--- config.mk ---
export PLATFORM = sky130hd
export DESIGN_NAME = chip_mmc1x_flat
export DESIGN_NICKNAME = d
export VERILOG_FILES = /design/src/rtl/mmc1x_pkg.sv /design/src/rtl/mmc1x_if.sv /design/src/rtl/mmc1x_serial.sv /design/src/rtl/chip_mmc1x.sv /design/src/flat_wrapper.sv
export SDC_FILE = /design/constraint.sdc
export NUM_CORES = 1
export LEC_CHECK = 0
export ABC_AREA = 1
export BUFFER_PORTS_ARGS = -buffer_cell sky130_fd_sc_hd__buf_2
export CAP_MARGIN = 10
export CORE_ASPECT_RATIO = 1.25
export CORE_UTILIZATION = 55
export CTS_CLUSTER_DIAMETER = 100
export DETAILED_ROUTE_END_ITERATION = 16
export GPL_ROUTABILITY_DRIVEN = 0
export PLACE_DENSITY = 0.81
export SYNTH_ARGS = -nofsm -noshare
export SYNTH_HDL_FRONTEND = slang
export SYNTH_SLANG_ARGS = --single-unit
--- constraint.sdc ---
create_clock -name m2 -period 2.4 [get_ports m2]
set_input_delay 0.72 -clock m2 [delete_from_list [all_inputs] [get_ports m2]]
set_output_delay 0.72 -clock m2 [all_outputs]
set_load 0.005 [all_outputs]
--- src/rtl/mmc1x_pkg.sv ---
// Shared constants and enums for the MMC1-family banking core.
package mmc1x_pkg;

  localparam logic [1:0] REG_CTRL = 2'd0;
  localparam logic [1:0] REG_CHR0 = 2'd1;
  localparam logic [1:0] REG_CHR1 = 2'd2;
  localparam logic [1:0] REG_PRG  = 2'd3;

  localparam logic [7:0] SST_CTRL = 8'd0;
  localparam logic [7:0] SST_CHR0 = 8'd1;
  localparam logic [7:0] SST_CHR1 = 8'd2;
  localparam logic [7:0] SST_PRG  = 8'd3;
  localparam logic [7:0] SST_SREG = 8'd4;
  localparam logic [7:0] SST_STAT = 8'd5;

  typedef enum logic [1:0] {
    PRG_32K_A  = 2'b00,
    PRG_32K_B  = 2'b01,
    PRG_FIX_LO = 2'b10,
    PRG_FIX_HI = 2'b11
  } prg_mode_e;

  typedef enum logic [1:0] {
    MIR_ONE_LO = 2'b00,
    MIR_ONE_HI = 2'b01,
    MIR_VERT   = 2'b10,
    MIR_HORZ   = 2'b11
  } mirror_e;

endpackage

--- src/rtl/mmc1x_if.sv ---
// CPU/PPU bus, bank outputs and save-state port of the MMC1 core.
interface mmc1x_if;
  logic [1:0] cpu_addr;
  logic       cpu_ce_n;
  logic       cpu_rw;
  logic       cpu_d7;
  logic       cpu_d0;
  logic [2:0] ppu_addr;
  logic       wram_ce;
  logic       prg_ce_n;
  logic [4:0] prg_addr;
  logic [4:0] chr_addr;
  logic [1:0] wram_bank;
  logic       ciram_a10;
  logic       sst_act;
  logic       sst_we;
  logic [7:0] sst_addr;
  logic [7:0] sst_wdat;
  logic [7:0] sst_rdat;

  modport master (
    output cpu_addr, cpu_ce_n, cpu_rw, cpu_d7, cpu_d0, ppu_addr,
           sst_act, sst_we, sst_addr, sst_wdat,
    input  wram_ce, prg_ce_n, prg_addr, chr_addr, wram_bank, ciram_a10, sst_rdat
  );

  modport slave (
    input  cpu_addr, cpu_ce_n, cpu_rw, cpu_d7, cpu_d0, ppu_addr,
           sst_act, sst_we, sst_addr, sst_wdat,
    output wram_ce, prg_ce_n, prg_addr, chr_addr, wram_bank, ciram_a10, sst_rdat
  );
endinterface

--- src/rtl/mmc1x_serial.sv ---
// 5-bit serial loader: shift register, bit counter, D7 reset and
// back-to-back write filter. Produces commit/reset strobes for the top.
module mmc1x_serial #(
  parameter bit FILTER = 1'b1
) (
  input  logic       m2,
  input  logic       rst,
  input  logic       cpu_wr,
  input  logic       cpu_rw,
  input  logic       d7,
  input  logic       d0,
  input  logic       sst_load_sreg,
  input  logic       sst_load_stat,
  input  logic [4:0] sst_wdat,
  output logic       commit,
  output logic [4:0] commit_data,
  output logic       d7_rst,
  output logic [4:0] sreg,
  output logic [2:0] ctr,
  output logic       rw_prev
);

  logic       accept;
  logic [4:0] shifted;

  always_comb begin
    d7_rst      = cpu_wr & d7;
    accept      = cpu_wr & ~d7 & ((FILTER == 1'b0) | rw_prev);
    shifted     = {d0, sreg[4:1]};
    commit      = accept & (ctr == 3'd4);
    commit_data = shifted;
  end

  always_ff @(negedge m2 or posedge rst) begin
    if (rst) begin
      sreg    <= 5'd0;
      ctr     <= 3'd0;
      rw_prev <= 1'b1;
    end else begin
      rw_prev <= cpu_rw;
      if (sst_load_sreg) sreg <= sst_wdat;
      if (sst_load_stat) begin
        ctr     <= sst_wdat[2:0];
        rw_prev <= sst_wdat[3];
      end
      if (d7_rst) begin
        sreg <= 5'd0;
        ctr  <= 3'd0;
      end else if (accept) begin
        if (ctr == 3'd4) begin
          sreg <= 5'd0;
          ctr  <= 3'd0;
        end else begin
          sreg <= shifted;
          ctr  <= ctr + 3'd1;
        end
      end
    end
  end

endmodule

--- src/rtl/chip_mmc1x.sv ---
// MMC1-family banking core: bank/control registers, PRG/CHR/WRAM decode,
// mirroring and save-state access.
module chip_mmc1x
  import mmc1x_pkg::*;
#(
  parameter bit REV          = 1'b0,
  parameter bit FILTER       = 1'b1,
  parameter bit OUTER_PRG    = 1'b0,
  parameter bit WRAM_BANKING = 1'b0
) (
  input logic   m2,
  input logic   rst,
  mmc1x_if.slave bus
);

  logic [4:0] ctrl, chr0, chr1, prg;
  logic       commit, d7_rst, rw_prev;
  logic [4:0] commit_data, sreg, sel_chr;
  logic [2:0] ctr;
  logic [3:0] prg_inner;
  logic       a14, cpu_wr, sst_wr;
  logic       unused_wdat;

  assign unused_wdat = ^bus.sst_wdat[7:5];
  assign sst_wr      = bus.sst_act & bus.sst_we;
  // Save-state mode locks the CPU out of the serial port entirely.
  assign cpu_wr      = ~bus.cpu_ce_n & ~bus.cpu_rw & ~bus.sst_act;
  assign a14         = bus.cpu_addr[1];

  mmc1x_serial #(.FILTER(FILTER)) u_serial (
    .m2            (m2),
    .rst           (rst),
    .cpu_wr        (cpu_wr),
    .cpu_rw        (bus.cpu_rw),
    .d7            (bus.cpu_d7),
    .d0            (bus.cpu_d0),
    .sst_load_sreg (sst_wr && bus.sst_addr == SST_SREG),
    .sst_load_stat (sst_wr && bus.sst_addr == SST_STAT),
    .sst_wdat      (bus.sst_wdat[4:0]),
    .commit        (commit),
    .commit_data   (commit_data),
    .d7_rst        (d7_rst),
    .sreg          (sreg),
    .ctr           (ctr),
    .rw_prev       (rw_prev)
  );

  always_ff @(negedge m2 or posedge rst) begin
    if (rst) begin
      ctrl <= 5'h0C;
      chr0 <= 5'd0;
      chr1 <= 5'd0;
      prg  <= 5'd0;
    end else if (sst_wr) begin
      case (bus.sst_addr)
        SST_CTRL: ctrl <= bus.sst_wdat[4:0];
        SST_CHR0: chr0 <= bus.sst_wdat[4:0];
        SST_CHR1: chr1 <= bus.sst_wdat[4:0];
        SST_PRG:  prg  <= bus.sst_wdat[4:0];
        default: ;
      endcase
    end else if (d7_rst) begin
      ctrl[3:2] <= 2'b11;
    end else if (commit) begin
      case (bus.cpu_addr)
        REG_CTRL: ctrl <= commit_data;
        REG_CHR0: chr0 <= commit_data;
        REG_CHR1: chr1 <= commit_data;
        REG_PRG:  prg  <= commit_data;
        default: ;
      endcase
    end
  end

  always_comb begin
    sel_chr   = (ctrl[4] && bus.ppu_addr[2]) ? chr1 : chr0;
    prg_inner = prg[3:0];
    case (prg_mode_e'(ctrl[3:2]))
      PRG_32K_A, PRG_32K_B: prg_inner = {prg[3:1], a14};
      PRG_FIX_LO:           prg_inner = a14 ? prg[3:0] : 4'h0;
      PRG_FIX_HI:           prg_inner = a14 ? 4'hF : prg[3:0];
      default:              prg_inner = prg[3:0];
    endcase
    bus.prg_addr  = {(OUTER_PRG == 1'b1) ? sel_chr[4] : 1'b0, prg_inner};
    bus.chr_addr  = ctrl[4] ? sel_chr : {chr0[4:1], bus.ppu_addr[2]};
    bus.wram_bank = (WRAM_BANKING == 1'b1) ? sel_chr[3:2] : 2'b00;
    bus.wram_ce   = bus.cpu_ce_n & (bus.cpu_addr == 2'b11) & ((REV == 1'b0) | ~prg[4]);
    bus.prg_ce_n  = ~(~bus.cpu_ce_n & bus.cpu_rw);
    bus.ciram_a10 = 1'b0;
    case (mirror_e'(ctrl[1:0]))
      MIR_ONE_LO: bus.ciram_a10 = 1'b0;
      MIR_ONE_HI: bus.ciram_a10 = 1'b1;
      MIR_VERT:   bus.ciram_a10 = bus.ppu_addr[0];
      MIR_HORZ:   bus.ciram_a10 = bus.ppu_addr[1];
      default:    bus.ciram_a10 = 1'b0;
    endcase
    case (bus.sst_addr)
      SST_CTRL: bus.sst_rdat = {3'b0, ctrl};
      SST_CHR0: bus.sst_rdat = {3'b0, chr0};
      SST_CHR1: bus.sst_rdat = {3'b0, chr1};
      SST_PRG:  bus.sst_rdat = {3'b0, prg};
      SST_SREG: bus.sst_rdat = {3'b0, sreg};
      SST_STAT: bus.sst_rdat = {4'b0, rw_prev, ctr};
      default:  bus.sst_rdat = 8'hFF;
    endcase
  end

endmodule

--- src/flat_wrapper.sv ---
// flat-port wrapper written by rule: the top's interface ports become plain ports
module chip_mmc1x_flat import mmc1x_pkg::*;
#(
  parameter bit REV          = 1'b0,
  parameter bit FILTER       = 1'b1,
  parameter bit OUTER_PRG    = 1'b0,
  parameter bit WRAM_BANKING = 1'b0
)
  (m2, rst, bus_cpu_addr, bus_cpu_ce_n, bus_cpu_rw, bus_cpu_d7, bus_cpu_d0, bus_ppu_addr, bus_sst_act, bus_sst_we, bus_sst_addr, bus_sst_wdat, bus_wram_ce, bus_prg_ce_n, bus_prg_addr, bus_chr_addr, bus_wram_bank, bus_ciram_a10, bus_sst_rdat);
  mmc1x_if bus_i ();
  input logic m2;
  input logic rst;
  input wire logic [$bits(bus_i.cpu_addr)-1:0] bus_cpu_addr;
  input wire logic [$bits(bus_i.cpu_ce_n)-1:0] bus_cpu_ce_n;
  input wire logic [$bits(bus_i.cpu_rw)-1:0] bus_cpu_rw;
  input wire logic [$bits(bus_i.cpu_d7)-1:0] bus_cpu_d7;
  input wire logic [$bits(bus_i.cpu_d0)-1:0] bus_cpu_d0;
  input wire logic [$bits(bus_i.ppu_addr)-1:0] bus_ppu_addr;
  input wire logic [$bits(bus_i.sst_act)-1:0] bus_sst_act;
  input wire logic [$bits(bus_i.sst_we)-1:0] bus_sst_we;
  input wire logic [$bits(bus_i.sst_addr)-1:0] bus_sst_addr;
  input wire logic [$bits(bus_i.sst_wdat)-1:0] bus_sst_wdat;
  output wire logic [$bits(bus_i.wram_ce)-1:0] bus_wram_ce;
  output wire logic [$bits(bus_i.prg_ce_n)-1:0] bus_prg_ce_n;
  output wire logic [$bits(bus_i.prg_addr)-1:0] bus_prg_addr;
  output wire logic [$bits(bus_i.chr_addr)-1:0] bus_chr_addr;
  output wire logic [$bits(bus_i.wram_bank)-1:0] bus_wram_bank;
  output wire logic [$bits(bus_i.ciram_a10)-1:0] bus_ciram_a10;
  output wire logic [$bits(bus_i.sst_rdat)-1:0] bus_sst_rdat;
  assign bus_i.cpu_addr = bus_cpu_addr;
  assign bus_i.cpu_ce_n = bus_cpu_ce_n;
  assign bus_i.cpu_rw = bus_cpu_rw;
  assign bus_i.cpu_d7 = bus_cpu_d7;
  assign bus_i.cpu_d0 = bus_cpu_d0;
  assign bus_i.ppu_addr = bus_ppu_addr;
  assign bus_i.sst_act = bus_sst_act;
  assign bus_i.sst_we = bus_sst_we;
  assign bus_i.sst_addr = bus_sst_addr;
  assign bus_i.sst_wdat = bus_sst_wdat;
  assign bus_wram_ce = bus_i.wram_ce;
  assign bus_prg_ce_n = bus_i.prg_ce_n;
  assign bus_prg_addr = bus_i.prg_addr;
  assign bus_chr_addr = bus_i.chr_addr;
  assign bus_wram_bank = bus_i.wram_bank;
  assign bus_ciram_a10 = bus_i.ciram_a10;
  assign bus_sst_rdat = bus_i.sst_rdat;
  chip_mmc1x #(.REV(REV), .FILTER(FILTER), .OUTER_PRG(OUTER_PRG), .WRAM_BANKING(WRAM_BANKING)) u_core (.m2(m2), .rst(rst), .bus(bus_i));
endmodule
==> results of run 1 <==
-- cells in the mapped netlist, types with 3 or more instances --
library cell / count / share of area (%)
nand2_1: 114 / 19
nand3_1: 32 / 7.0
inv_1: 31 / 5.1
dfrtn_1: 26 / 28
o21ai_0: 19 / 4.1
nor2_1: 14 / 2.3
nand4_1: 13 / 3.5
nand2_2: 9 / 2.5
buf_4: 8 / 2.6
inv_2: 8 / 1.3
nor2_2: 8 / 2.2
o21ai_1: 8 / 1.7
a21oi_1: 5 / 1.1
nor2_4: 5 / 2.5
nand2_4: 4 / 2.0
dfstp_2: 3 / 3.4
nand3_4: 3 / 2.3
o21ai_4: 3 / 2.1
-- metrics by stage --
step	cells	hold slack (ps)	TNS [ps]	setup WS [ps]
after floorplan	333	402	-13720	-390
after CTS	494	458	-19060	-901
after global placement	472	428	-22870	-593
after detailed placement	472	443	-24830	-684
-- cells by family after synthesis --
| logic type | Yosys count | synth area share (%) |
|---|---|---|
| flip-flops | 29 | 31.8 |
| adder cells (fa/ha/maj) | 2 | 1.09 |
| AND/OR/NAND/NOR | 204 | 43.6 |
| other | 1 | 0.164 |
| XOR/XNOR | 1 | 0.382 |
| multiplexers | 2 | 0.982 |
| buffers and inverters | 51 | 10.9 |
| AO/OA/AOI/OAI | 41 | 11.1 |
-- timing repair --
action                                  in CTS
pin swaps                                   37
resized for setup                           62
endpoints found under the setup margin      47
cloned                                       2
buffers inserted                            11
-- layer usage --
| layer | GRT overflow | global-route usage [%] |
|---|---|---|
| met4 | 4 | 72.4 |
| met3 | 0 | 46.6 |
| met5 | 0 | 5.95 |
| met2 | 9 | 90.0 |
| met1 | 0 | 67.5 |
==> metrics.cfg, run 1 <==
[die]
die_h_um=74.2
io_pins=52
start_util_pct=59.1
die_w_um=59.7
rows=25

[place]
dp_hpwl_mm=5.27
place_area_um2=2920
portBuffers=45

[clocking]
clock-sinks=29
postCtsHoldBufs=0
htree_levels=2
cts_made_buffers=5
cts_root_buffer=clkbuf_8
cts_buffer_depth=2

[run_status]
status=stopped before the end
error=[ERROR GRT-0232] Routing congestion too high. Check the congestion heatmap in the GUI.
stop_stage=global routing

[logic_synthesis]
ys_seq_area_share_pct=31.8
synth_edf_count=0
syn_area_um2=2290
syn_area_per_cell_um2=6.93
synth_seq_cells=29
synthFlopType=dfrtn_1
synthArstFlopShare_pct=100
synth_cell_types=31
ys_warn_count=0
syn_inst=331

[global_route]
grt_max_degree=19
gr-usage-all-layers_pct=68.6
gr-total-overflow=13

[timing]
worstEndpointType=top-level output
postGrtWorstEndpoint=bus_prg_addr[3]

==> inputs of run 2 (changes only) <==
- CORE_ASPECT_RATIO: 1.25 -> default
- CORE_UTILIZATION: 55 -> 40
- CTS_CLUSTER_DIAMETER: 100 -> default
- PLACE_DENSITY: 0.81 -> default
- PLACE_DENSITY_LB_ADDON: default -> 0.15
==> metrics.cfg, run 2 <==
[worst_setup_path]
start_kind=flop
endpoint_kind=output port
ff2ff_path_depth=10
crit_path_cell_trace=nand2_1 -> nor2_2 -> inv_1 -> o21ai_1 -> buf_2
worstReg2RegEnd=u_core.prg[1]$_DFFE_NP0P_
worstPathRequired_ps=1680
max_stage_delay_ps=570
cp_data_arrival_time_ps=2540
crit_family=flip-flops
r2r-start=u_core.u_serial.ctr[0]$_DFFE_NP0P_
critical_path.max_fanout=4
cp.depth=5
critPathBufInv=2
worst_path_max_delay_cell=dfstp_2
worst-setup-path-type=reg -> out
rrSetupSlack_ps=710

[clocking]
cts_made_buffers=5  ; unchanged
cts_tree=yes
cts_buffer_depth=2  ; unchanged
insertion_delay_ps=330
clkTransAtPathRegs_ps=50
cts_root_buffer=clkbuf_8  ; unchanged
htree_levels=2  ; unchanged
clock-sinks=29  ; unchanged

[routing]
vias_per_cell=4.85
num_vias=2499
post_drt_wl_per_cell_um=13.6
dr.pass1.iters=4
wirelength_mm=7.01
drt_iter0_drc=209
drcViolationCount=0
postRouteAntennaNets=0

[die]
die_area_um2=6040
core_um2=5510
die_w_um=77.7  ; was 59.7 um
rows=27  ; was 25
start_util_pct=41.6  ; was 59.1%
io_pins=52  ; unchanged
die_h_um=77.7  ; was 74.2 um

[power]
ir_drop_v=0.000271
p_leak_nw=1.78
total_power_mw=1.85
p_per_area_nw_per_um2=526

[logic_synthesis]
yosys-top-cells-area=dfrtn_1 28%, nand2_1 19%, nand3_1 7.0%, inv_1 5.1%, o21ai_0 4.1%  ; unchanged
synth_top_cell_by_area=dfrtn_1  ; unchanged
synth_seq_cells=29  ; unchanged
syn_inst=331  ; unchanged
syn_area_um2=2290  ; unchanged
synthArstFlopShare_pct=100  ; unchanged
synth_edf_count=0  ; unchanged
synthFlopType=dfrtn_1  ; unchanged
synth_top_area_share_pct=28.4  ; unchanged
yosys.cell_count.top_type=nand2_1  ; unchanged
syn_area_per_cell_um2=6.93  ; unchanged
synth_cell_types=31  ; unchanged
ys_seq_area_share_pct=31.8  ; unchanged
synth_common_cells=114 x nand2_1, 32 x nand3_1, 31 x inv_1  ; unchanged
ys_warn_count=0  ; unchanged

[timing]
rsz0062_at_grt=true
slew_viol_final=0
finalClockSkew_ps=46.4
finalSetupViolCount=44
layout_setup_ws_ps=-864
hold_violations=0

[layout]
final_cell_mix=84 x nand2_1, 54 x buf_4, 36 x nand2_2
utilization_pct=63.9
fin_cells=515
area_growth_pct=53.5
design_area_um2=3520
multi_input_comb_area_um2=1560
antenna_cells=0
regArea_um2=729
final_layout_size_suffix_gt1_share_pct=50.3
nets=473
nFillCells=487
final_common_cell=nand2_1

[global_route]
grt_max_degree=19
grt_pass1_wl_mm=11.5
grt_pass1_vias=2462
gr-usage-all-layers_pct=24.9
gr-total-overflow=0
antenna_found_initial=0

[worst_hold_path]
hold_class=reg -> reg
holdPathStages=2
holdCritStartpoint=u_core.prg[2]$_DFFE_NP0P_
hold_path_end=u_core.prg[2]$_DFFE_NP0P_

[place]
dp_hpwl_mm=5.28  ; was 5.27 mm
place_inst=485  ; was 472
place_area_um2=2920  ; about the same
place_ws_ps=-598  ; was -684 ps
portBuffers=45  ; unchanged

[run_status]
violations=setup timing
status=finished, violations left  ; was stopped before the end

[flow_run]
maxCapViolCount=0

## run 2: cell counts after synthesis
Identical to the previous run, type by type.
## run 2: kinds of logic after synthesis
kind of cell,share of synthesized area (%)
xor gates and xnor gates,0.382
other,0.164
AOI/OAI and AO/OA,11.1
and+or+nand+nor,43.6
DFF,31.8
buffers and inverters,10.9
muxes,0.982
adders and majority gates,1.09
## run 2: final cells by class
| type | count | area share, % |
|---|---|---|
| Sequential cell | 29 | 20.7 |
| Tap cell | 72 | 2.56 |
| Timing Repair inverter | 1 | 0.213 |
| Clock buffer | 8 | 3.13 |
| Timing Repair Buffer | 110 | 24.1 |
| Multi-Input combinational cell | 253 | 44.2 |
| Clock inverter | 3 | 0.320 |
| Inverter | 39 | 4.69 |
## run 2: power breakdown
part	switching (mW)	leakage, nW	internal (mW)
clock network	0.203	0.0735	0.296
logic	0.346	1.34	0.308
registers	0.0925	0.368	0.606
total	0.641	1.78	1.21
## run 2: worst reg2reg max path, cell delays in order, from the launching register on
cell and delay (ps):
dfrtn_1 420, inv_2 60, ha_1 190, nand2_1 150, inv_2 100, nand2_4 100, nand2_8 100, buf_6 160
buf_6 110, nand4_1 80, nand2_1 70
## run 2: per-stage QoR
| stage | hold slack, ps | setup TNS [ps] |
|---|---|---|
| after floorplan | 402 | -13720 |
| after global placement | 419 | -22980 |
| after detailed placement | 420 | -23410 |
| after CTS | 439 | -17530 |
| after global routing | 469 | -21510 |
| final | 442 | -18970 |
## run 2: worst max path at each step
stage | startpoint | slack, ps | to
2_1_floorplan | bus_sst_act | -390 | u_core.ctrl[4]$_DFFE_NP0P_
3_3_place_gp | bus_sst_act | -570 | u_core.chr0[1]$_DFFE_NP0P_
3_5_place_dp | bus_sst_addr[3] | -600 | u_core.ctrl[0]$_DFFE_NP0P_
4_1_cts | u_core.ctrl[3]$_DFFE_NP1P_ | -870 | bus_prg_addr[2]
5_1_grt | u_core.ctrl[3]$_DFFE_NP1P_ | -940 | bus_prg_addr[2]
6_report | u_core.ctrl[3]$_DFFE_NP1P_ | -860 | bus_prg_addr[2]
## run 2: repair_timing
item                       4_1_cts  5_1_grt
resized for setup               58       42
setup endpoints to repair       47       47
cloned                           2        0
hold buffers                     0        0
pin swaps                       30       24
setup buffers                   13        6
## run 2: routing by layer
layer  GRT usage [%]  wire length, um  up-vias
met2            43.7             3610       64
met3            4.35              260       12
met4            6.23               96        0
met5               0                0        -
li1                -                -     1281
met1            31.4             3050     1142
No activity file was read; power rests on OpenSTA's default activity.
==> inputs of run 3 (changes only) <==
- RECOVER_POWER: default -> 25
==> metrics.cfg, run 3 (synthesis gave the netlist of run 2 again) <==
[run_status]
status=finished, violations left  ; unchanged
violations=setup timing  ; unchanged

[flow_run]
maxCapViolCount=0  ; unchanged

[worst_setup_path]
endpoint_kind=output port  ; unchanged
critical_path.max_fanout=4  ; unchanged
start_kind=flop  ; unchanged
worst-setup-path-type=reg -> out  ; unchanged
rrSetupSlack_ps=710  ; about the same
cp_data_arrival_time_ps=2540  ; about the same
worstPathRequired_ps=1680  ; about the same

[routing]
dr.pass1.iters=4  ; unchanged
postRouteAntennaNets=0  ; unchanged
vias_per_cell=4.89  ; was 4.85
drt_iter0_drc=208  ; was 209
post_drt_wl_per_cell_um=13.6  ; about the same
drcViolationCount=0  ; unchanged
num_vias=2519  ; was 2499
wirelength_mm=7.02  ; was 7.01 mm

[global_route]
gr-usage-all-layers_pct=24.9  ; unchanged
grt_max_degree=19  ; unchanged
gr-total-overflow=0  ; unchanged
antenna_found_initial=0  ; unchanged
grt_pass1_vias=2462  ; unchanged
grt_pass1_wl_mm=11.5  ; unchanged

[place]
place_ws_ps=-598  ; unchanged
place_inst=485  ; unchanged
dp_hpwl_mm=5.28  ; unchanged
portBuffers=45  ; unchanged

[die]
core_um2=5510  ; unchanged
die_h_um=77.7  ; unchanged
die_w_um=77.7  ; unchanged
rows=27  ; unchanged
io_pins=52  ; unchanged
start_util_pct=41.6  ; unchanged
die_area_um2=6040  ; unchanged

[power]
intPower_mw=1.21  ; about the same
ir_drop_v=0.000272  ; was 0.000271 V
pwr-share-seq_pct=37.7  ; about the same
p_per_area_nw_per_um2=526  ; about the same
swShare_pct=34.6  ; about the same
power.switching_mw=0.641  ; about the same
clkPwrFrac_pct=27.0  ; about the same
power.share.combinational_pct=35.3  ; about the same
p_leak_nw=1.78  ; about the same

[layout]
antenna_cells=0  ; unchanged
final_common_cell=nand2_1  ; unchanged
fin_cells=515  ; unchanged
final_layout_size_suffix_gt1_share_pct=50.3  ; unchanged
final_cell_mix=84 x nand2_1, 54 x buf_4, 36 x nand2_2  ; unchanged
area_growth_pct=53.4  ; was 53.5%
nets=473  ; unchanged

[clocking]
clkTransAtPathRegs_ps=50  ; about the same
cts_buffer_depth=2  ; unchanged
cts_made_buffers=5  ; unchanged
htree_levels=2  ; unchanged
cts_tree=yes  ; unchanged
insertion_delay_ps=330  ; about the same
clock-sinks=29  ; unchanged
cts_root_buffer=clkbuf_8  ; unchanged
postCtsHoldBufs=0  ; unchanged

[timing]
finalSetupViolCount=44  ; unchanged
finalClockSkew_ps=46.4  ; unchanged
rsz0062_at_grt=true  ; unchanged
slew_viol_final=0  ; unchanged
hold_violations=0  ; unchanged
layout_setup_ws_ps=-864  ; about the same
slew_headroom_pct=60.0
tightest_slew_ps=596

[worst_hold_path]
hold_class=reg -> reg  ; unchanged

run 3: cell counts in the layout (fill, tap and decap cells not counted):
Identical to the previous run, type by type.
run 3: worst paths after layout:
path | cells past startpoint | to | startpoint
max in group asynchronous | 3 | u_core.prg[1]$_DFFE_NP0P_ | rst
hold reg to reg | 2 | u_core.prg[2]$_DFFE_NP0P_ | u_core.prg[2]$_DFFE_NP0P_
hold / removal | 2 | u_core.prg[2]$_DFFE_NP0P_ | u_core.prg[2]$_DFFE_NP0P_
setup reg to reg | 10 | u_core.prg[1]$_DFFE_NP0P_ | u_core.u_serial.ctr[0]$_DFFE_NP0P_
min in group asynchronous | 2 | u_core.u_serial.sreg[0]$_DFFE_NP0P_ | rst
setup / recovery | 5 | bus_prg_addr[2] | u_core.ctrl[3]$_DFFE_NP1P_
run 3: stage by stage:
stage / hold WS [ps] / instance area (um2) / utilization [%] / total power [mW] / TNS [ps]
after detailed placement: 420 / 2920 / 53.0 / 1.24 / -23410
after global placement: 419 / 2920 / 53.0 / 1.23 / -22980
after floorplan: 402 / 2330 / - / 0.986 / -13720
after CTS: 439 / 3350 / 60.9 / 1.79 / -17530
final: 442 / 3520 / 63.8 / 1.85 / -18960
after global routing: 469 / 3520 / 63.8 / 1.96 / -21510
run 3: final cells by class:
class | instances | area [um2]
repair inverters | 1 | 7.51
repair buffers | 110 | 848
clock inverters | 3 | 11.3
inverters | 39 | 163
fillers | 487 | 1990
well taps | 72 | 90.1
clock buffers | 8 | 110
multi-input cells | 253 | 1560
flip-flops and latches | 29 | 729
run 3: power by group through the flow:
| stage | logic [mW] | registers, mW | clock network [mW] |
|---|---|---|---|
| after floorplan | 0.301 | 0.675 | 0.0104 |
| after global placement | 0.529 | 0.693 | 0.0104 |
| after detailed placement | 0.539 | 0.694 | 0.0104 |
| after CTS | 0.599 | 0.692 | 0.504 |
| after global routing | 0.724 | 0.708 | 0.531 |
| final | 0.653 | 0.698 | 0.499 |
run 3: per-layer routing:
layer	vias to the layer above	global-route usage (%)	part of all wire [%]
li1	1284	-	-
met1	1155	31.4	44
met2	66	43.7	51
met3	14	4.35	3.6
met4	0	6.23	1.5
met5	-	0	0
run 3: what timing repair did:
action	in CTS	in global routing
gates resized for setup	58	42
pin swaps	30	24
cloned	2	0
setup endpoints to repair	47	47
buffers inserted	13	6
run 3: worst max-delay path, stage by stage, from the launching register on:
cell and delay [ps]:
dfstp_2 570, nand2_1 90, nor2_2 100, inv_1 60, o21ai_1 70, buf_2 120
